`src/rtl/aes_block_axi_master.sv`:
```
// AXI4-Lite master moving one 128-bit AES block as four 32-bit single-beat transfers.
// One command and one AXI transaction in flight at a time.
module aes_block_axi_master #(
    parameter int unsigned ADDR_W = 32,
    parameter int unsigned BEATS  = 4
) (
    input  logic              aclk,
    input  logic              areset,
    input  logic              cmd_valid,
    output logic              cmd_ready,
    input  logic              cmd_write,
    input  logic [ADDR_W-1:0] cmd_addr,
    input  logic [127:0]      cmd_wdata,
    output logic              rsp_valid,
    input  logic              rsp_ready,
    output logic [127:0]      rsp_rdata,
    output logic              rsp_err,
    output logic [ADDR_W-1:0] axi_awaddr,
    output logic              axi_awvalid,
    input  logic              axi_awready,
    output logic [31:0]       axi_wdata,
    output logic [3:0]        axi_wstrb,
    output logic              axi_wvalid,
    input  logic              axi_wready,
    input  logic [1:0]        axi_bresp,
    input  logic              axi_bvalid,
    output logic              axi_bready,
    output logic [ADDR_W-1:0] axi_araddr,
    output logic              axi_arvalid,
    input  logic              axi_arready,
    input  logic [31:0]       axi_rdata,
    input  logic [1:0]        axi_rresp,
    input  logic              axi_rvalid,
    output logic              axi_rready
);

    localparam logic [1:0] LAST_BEAT = 2'(BEATS - 1);

    typedef enum logic [2:0] {
        S_IDLE,
        S_WR_XFER,
        S_WR_RESP,
        S_RD_ADDR,
        S_RD_DATA,
        S_RESP
    } state_t;

    state_t              r_state;
    logic [ADDR_W-5:0]   r_base_hi;
    logic [127:0]        r_blk;
    logic [1:0]          r_beat;
    logic                r_cmd_ready;
    logic                r_rsp_valid;
    logic [127:0]        r_rsp_rdata;
    logic                r_rsp_err;
    logic [ADDR_W-1:0]   r_awaddr;
    logic                r_awvalid;
    logic [31:0]         r_wdata;
    logic [3:0]          r_wstrb;
    logic                r_wvalid;
    logic                r_bready;
    logic [ADDR_W-1:0]   r_araddr;
    logic                r_arvalid;
    logic                r_rready;

    logic [1:0]          w_next_beat;
    logic [ADDR_W-1:0]   w_next_addr;
    logic [31:0]         w_next_word;
    logic                w_aw_fin;
    logic                w_w_fin;
    logic                w_misaligned;

    assign w_next_beat  = r_beat + 2'd1;
    assign w_next_addr  = {r_base_hi, w_next_beat, 2'b00};
    assign w_next_word  = r_blk[{w_next_beat, 5'd0} +: 32];
    // A channel whose valid has already dropped has completed its handshake.
    assign w_aw_fin     = !r_awvalid || axi_awready;
    assign w_w_fin      = !r_wvalid || axi_wready;
    assign w_misaligned = (cmd_addr[3:0] != 4'd0);

    always_ff @(posedge aclk or posedge areset) begin
        if (areset) begin
            r_state     <= S_IDLE;
            r_base_hi   <= '0;
            r_blk       <= '0;
            r_beat      <= '0;
            r_cmd_ready <= 1'b1;
            r_rsp_valid <= 1'b0;
            r_rsp_rdata <= '0;
            r_rsp_err   <= 1'b0;
            r_awaddr    <= '0;
            r_awvalid   <= 1'b0;
            r_wdata     <= '0;
            r_wstrb     <= '0;
            r_wvalid    <= 1'b0;
            r_bready    <= 1'b0;
            r_araddr    <= '0;
            r_arvalid   <= 1'b0;
            r_rready    <= 1'b0;
        end else begin
            case (r_state)
                S_IDLE: begin
                    if (cmd_valid) begin
                        r_cmd_ready <= 1'b0;
                        r_base_hi   <= cmd_addr[ADDR_W-1:4];
                        r_blk       <= cmd_wdata;
                        r_beat      <= '0;
                        r_rsp_err   <= 1'b0;
                        r_rsp_rdata <= '0;
                        if (w_misaligned) begin
                            r_rsp_err <= 1'b1;
                            r_state   <= S_RESP;
                        end else if (cmd_write) begin
                            r_awaddr  <= cmd_addr;
                            r_awvalid <= 1'b1;
                            r_wdata   <= cmd_wdata[31:0];
                            r_wstrb   <= '1;
                            r_wvalid  <= 1'b1;
                            r_state   <= S_WR_XFER;
                        end else begin
                            r_araddr  <= cmd_addr;
                            r_arvalid <= 1'b1;
                            r_state   <= S_RD_ADDR;
                        end
                    end
                end

                S_WR_XFER: begin
                    if (axi_awready) r_awvalid <= 1'b0;
                    if (axi_wready)  r_wvalid  <= 1'b0;
                    if (w_aw_fin && w_w_fin) begin
                        r_bready <= 1'b1;
                        r_state  <= S_WR_RESP;
                    end
                end

                S_WR_RESP: begin
                    if (axi_bvalid) begin
                        r_bready <= 1'b0;
                        if (axi_bresp != 2'b00) begin
                            r_rsp_err   <= 1'b1;
                            r_rsp_valid <= 1'b1;
                            r_state     <= S_RESP;
                        end else if (r_beat == LAST_BEAT) begin
                            r_rsp_valid <= 1'b1;
                            r_state     <= S_RESP;
                        end else begin
                            r_beat    <= w_next_beat;
                            r_awaddr  <= w_next_addr;
                            r_wdata   <= w_next_word;
                            r_awvalid <= 1'b1;
                            r_wvalid  <= 1'b1;
                            r_state   <= S_WR_XFER;
                        end
                    end
                end

                S_RD_ADDR: begin
                    if (axi_arready) begin
                        r_arvalid <= 1'b0;
                        r_rready  <= 1'b1;
                        r_state   <= S_RD_DATA;
                    end
                end

                S_RD_DATA: begin
                    if (axi_rvalid) begin
                        r_rready <= 1'b0;
                        r_rsp_rdata[{r_beat, 5'd0} +: 32] <= axi_rdata;
                        if (axi_rresp != 2'b00) begin
                            r_rsp_err   <= 1'b1;
                            r_rsp_valid <= 1'b1;
                            r_state     <= S_RESP;
                        end else if (r_beat == LAST_BEAT) begin
                            r_rsp_valid <= 1'b1;
                            r_state     <= S_RESP;
                        end else begin
                            r_beat    <= w_next_beat;
                            r_araddr  <= w_next_addr;
                            r_arvalid <= 1'b1;
                            r_state   <= S_RD_ADDR;
                        end
                    end
                end

                S_RESP: begin
                    // Misaligned commands arrive here with rsp_valid low and raise it one cycle later.
                    if (!r_rsp_valid) begin
                        r_rsp_valid <= 1'b1;
                    end else if (rsp_ready) begin
                        r_rsp_valid <= 1'b0;
                        r_cmd_ready <= 1'b1;
                        r_state     <= S_IDLE;
                    end
                end

                default: r_state <= S_IDLE;
            endcase
        end
    end

    assign cmd_ready   = r_cmd_ready;
    assign rsp_valid   = r_rsp_valid;
    assign rsp_rdata   = r_rsp_rdata;
    assign rsp_err     = r_rsp_err;
    assign axi_awaddr  = r_awaddr;
    assign axi_awvalid = r_awvalid;
    assign axi_wdata   = r_wdata;
    assign axi_wstrb   = r_wstrb;
    assign axi_wvalid  = r_wvalid;
    assign axi_bready  = r_bready;
    assign axi_araddr  = r_araddr;
    assign axi_arvalid = r_arvalid;
    assign axi_rready  = r_rready;

endmodule

```
`config.mk`:
```
export PLATFORM = sky130hd
export DESIGN_NAME = aes_block_axi_master
export DESIGN_NICKNAME = d
export VERILOG_FILES = /design/src/rtl/aes_block_axi_master.sv
export SDC_FILE = /design/constraint.sdc
export NUM_CORES = 1
export LEC_CHECK = 0
export ABC_CLOCK_PERIOD_IN_PS = 16079
export BUFFER_PORTS_ARGS = -buffer_cell sky130_fd_sc_hd__buf_2
export CAP_MARGIN = 5
export CORE_UTILIZATION = 35
export DETAILED_ROUTE_END_ITERATION = 8
export PLACE_DENSITY = 0.57
export SYNTH_ARGS = -nofsm -noshare
export SYNTH_HDL_FRONTEND = slang
export SYNTH_SLANG_ARGS = --single-unit
```
`constraint.sdc`:
```
create_clock -name aclk -period 16.08 [get_ports aclk]
set_clock_uncertainty 0.1 [all_clocks]
set_input_delay 0.804 -clock aclk [delete_from_list [all_inputs] [get_ports aclk]]
set_output_delay 0.804 -clock aclk [all_outputs]
set_load 0.01 [all_outputs]
```
==> flow_metrics.py <==
metrics = {
    "critical_path": {
        "rr_endpoint": "axi_wdata[20]",
        "cp.required_ps": 16420,
        "path_class": "reg2reg",
        "end_kind": "register",
        "start_kind": "register",
        "reg2reg_slack_ps": 12430,
        "r2r_start": "r_beat[0]",
        "r2r_cells": 7,
        "arrival_ps": 4000,
        "cp_max_fo": 49,
    },
    "cts": {
        "cts_buffers": 45,
        "cts_tree": "yes",
        "clock_sinks": 394,
        "root_buffer": "clkbuf_16",
        "cts_resized": 0,
        "ctsHoldBuffers": 0,
        "h-tree-depth": 2,
        "post-cts-setup-buffers": 0,
        "clk_pin_slew_ps": 60,
        "cts_buffer_depth": 3,
        "worstSkewPairLatency_ps": 560,
    },
    "floorplanning": {
        "initial_core_util": 0.3575,
        "io_pins": 442,
        "dieArea_mm2": 0.05007,
        "dieWidth_um": 223.8,
        "die_h_um": 223.8,
        "rows": 80,
        "core_area_mm2": 0.04815,
    },
    "sta": {
        "setup_tns_ps": 0,
        "rsz0062_at_grt": "false",
        "final-hold-violation-count": 0,
        "setup_slack_ps": 12430,
        "slew-limit-headroom": 0.2661,
        "slew_violations": 0,
        "period_needed_ps": 3655,
        "max_freq_ghz": 0.2736,
        "finalSetupViolCount": 0,
        "worst_slew_pin_slew_ps": 1097,
        "fin_crit_sh": 0.2273,
    },
    "final_layout": {
        "nets": 1832,
        "seqCellArea_mm2": 0.009864,
        "syn_to_final_growth_pct": 24.78,
        "fillCellCount": 4451,
        "multiInputGateArea_mm2": 0.006863,
        "fin_cells": 2320,
        "post_route_cells_drive_above_1_share": 0.5263,
    },
    "global_routing": {
        "grtUsageTotal": 0.1957,
        "antenna_found_initial": 20,
        "grt_overflow": 0,
        "grt_pass1_vias": 12380,
        "grt_max_degree": 158,
        "grt_pass1_wl_um": 75730,
    },
    "routing": {
        "vias": 11940,
        "drc": 0,
        "ant_nets": 0,
        "drt-total-wl_um": 48700,
        "met1_length_um": 20650,
        "dr.pass1.iters": 5,
        "maxUsedRoutingLayer": "met5",
        "met2WireLength_um": 22900,
        "wl_per_cell_um": 20.99,
        "vias_per_cell": 5.148,
        "drt_iter0_markers": 835,
        "wl_met3_um": 3791,
    },
    "pwr": {
        "leakagePower_nw": 10.15,
        "ir_drop_uv": 98.96,
        "p_per_area_mw_per_mm2": 190.2,
    },
    "placed_design": {
        "place_congestion": 0.8217,
        "dp_hpwl_um": 32690,
        "dp_slack_ps": 12220,
        "placed_cells": 2229,
        "portBuffers": 441,
    },
    "yosys": {
        "yosys_warnings": 0,
        "yosysTopAreaCellShare": 0.5714,
        "synth_area_mm2": 0.01721,
        "yosysMostFrequentCell": "dfrtp_1",
        "synth-edff-count": 0,
        "synthTopCellsByCount": "dfrtp_1, mux2_2, a22o_1",
        "async_reset_ff_frac": 1.000,
        "synth_cell_types": 56,
        "yosys.area.top_type": "dfrtp_1",
        "syn_nets": 1421,
        "synth_area_per_cell_um2": 14.24,
        "synth_cells": 1209,
        "synth_flop_cell": "dfrtp_1",
        "synth_seq_area_share": 0.5729,
        "synth.area.top_cells": "dfrtp_1, mux2_2, a22o_1",
        "ys_ff_latch": 394,
    },
    "flow_run": {
        "cap_violations": 0,
    },
    "hold_path": {
        "hold_class": "in2async",
    },
    "outcome": {
        "outcome": "complete, no violations",
    },
}
==> metrics by stage <==
stage               total power [mW]  hold slack (ps)  area, um^2    util
floorplan                      2.618            375.2       17210       -
CTS                            4.143            330.2       21450  0.4456
global route                   4.325            345.5       21460  0.4458
detailed placement             3.108            365.1       19970  0.4148
finish                         4.085            316.9       21480  0.4461
global placement               3.064            360.0       19970  0.4148
==> logic make-up (layout without fill, tap and decap cells) <==
| group | after synthesis | count (layout) | synth area share |
|---|---|---|---|
| flip-flops | 394 | 394 | 0.5729 |
| multiplexers | 347 | 347 | 0.2543 |
| AO/OA/AOI/OAI | 232 | 232 | 0.09603 |
| AND/OR/NAND/NOR | 122 | 122 | 0.03882 |
| buffers and inverters | 108 | 554 | 0.03359 |
| adder cells (fa/ha/maj) | 6 | 6 | 0.004362 |
| other | 0 | 9 | 0 |
==> area by class of cell <==
cell class | instances | share of cell area
diodes | 9 | 0.001049
clock buffers | 68 | 0.06449
clock inverters | 14 | 0.004602
inverters | 10 | 0.002097
multi-input cells | 707 | 0.3195
flip-flops and latches | 394 | 0.4593
well taps | 656 | 0.03822
repair buffers | 462 | 0.1107
==> worst max-delay path, cell delays in order, from the launching register on <==
cell and delay (ps):
dfrtp_4 800, ha_1 410, inv_1 110, nand2_1 100, a2111oi_4 330, buf_4 380, buf_4 750, mux2_2 420
==> metal layers <==
layer	vias up	track usage
met5	-	0
met4	16	0.06098
met3	95	0.06243
met2	389	0.3116
met1	6081	0.2534
li1	5363	-
==> registers in the layout, summed over array words and instances (netlist names), 2 cells and up <==
signal      flops
axi_araddr     32
axi_awaddr     32
axi_wdata      32
r_base_hi      28
r_beat          2
r_blk         128
r_state         3
rsp_rdata     128
==> worst max path at each step <==
stage,startpoint,end,slack [ps],cells after the start
2_1_floorplan,areset,axi_araddr[0],4220,1
3_3_place_gp,cmd_addr[0],axi_wdata[18],12330,7
3_5_place_dp,cmd_addr[0],axi_wdata[7],12220,7
4_1_cts,r_beat[0],axi_wdata[6],12330,7
5_1_grt,r_beat[0],axi_wdata[21],12220,7
6_report,r_beat[0],axi_wdata[20],12430,7
==> report_power, final <==
group          leakage, nW  switching, mW  internal, mW
Clock                0.748          0.409         0.609
Combinational         4.47          0.714         0.747
Sequential            4.93          0.246          1.36
==> cell usage in the layout (no fill, tap or decap), types with 9 or more instances in the layout <==
master,Yosys,routed
dfrtp_1,393,392
a31oi_1,33,33
clkbuf_8,0,13
o21ai_0,39,39
buf_2,23,441
inv_1,10,9
nand4_1,34,34
buf_4,3,20
mux2_2,240,240
a21oi_1,40,40
mux2_4,40,40
nand2_1,47,47
mux2i_1,33,33
mux4_2,32,32
diode_2,0,9
clkbuf_16,0,47
a22o_1,96,96
clkinv_2,0,12
Note: power is estimated with default switching activity, not from simulation.
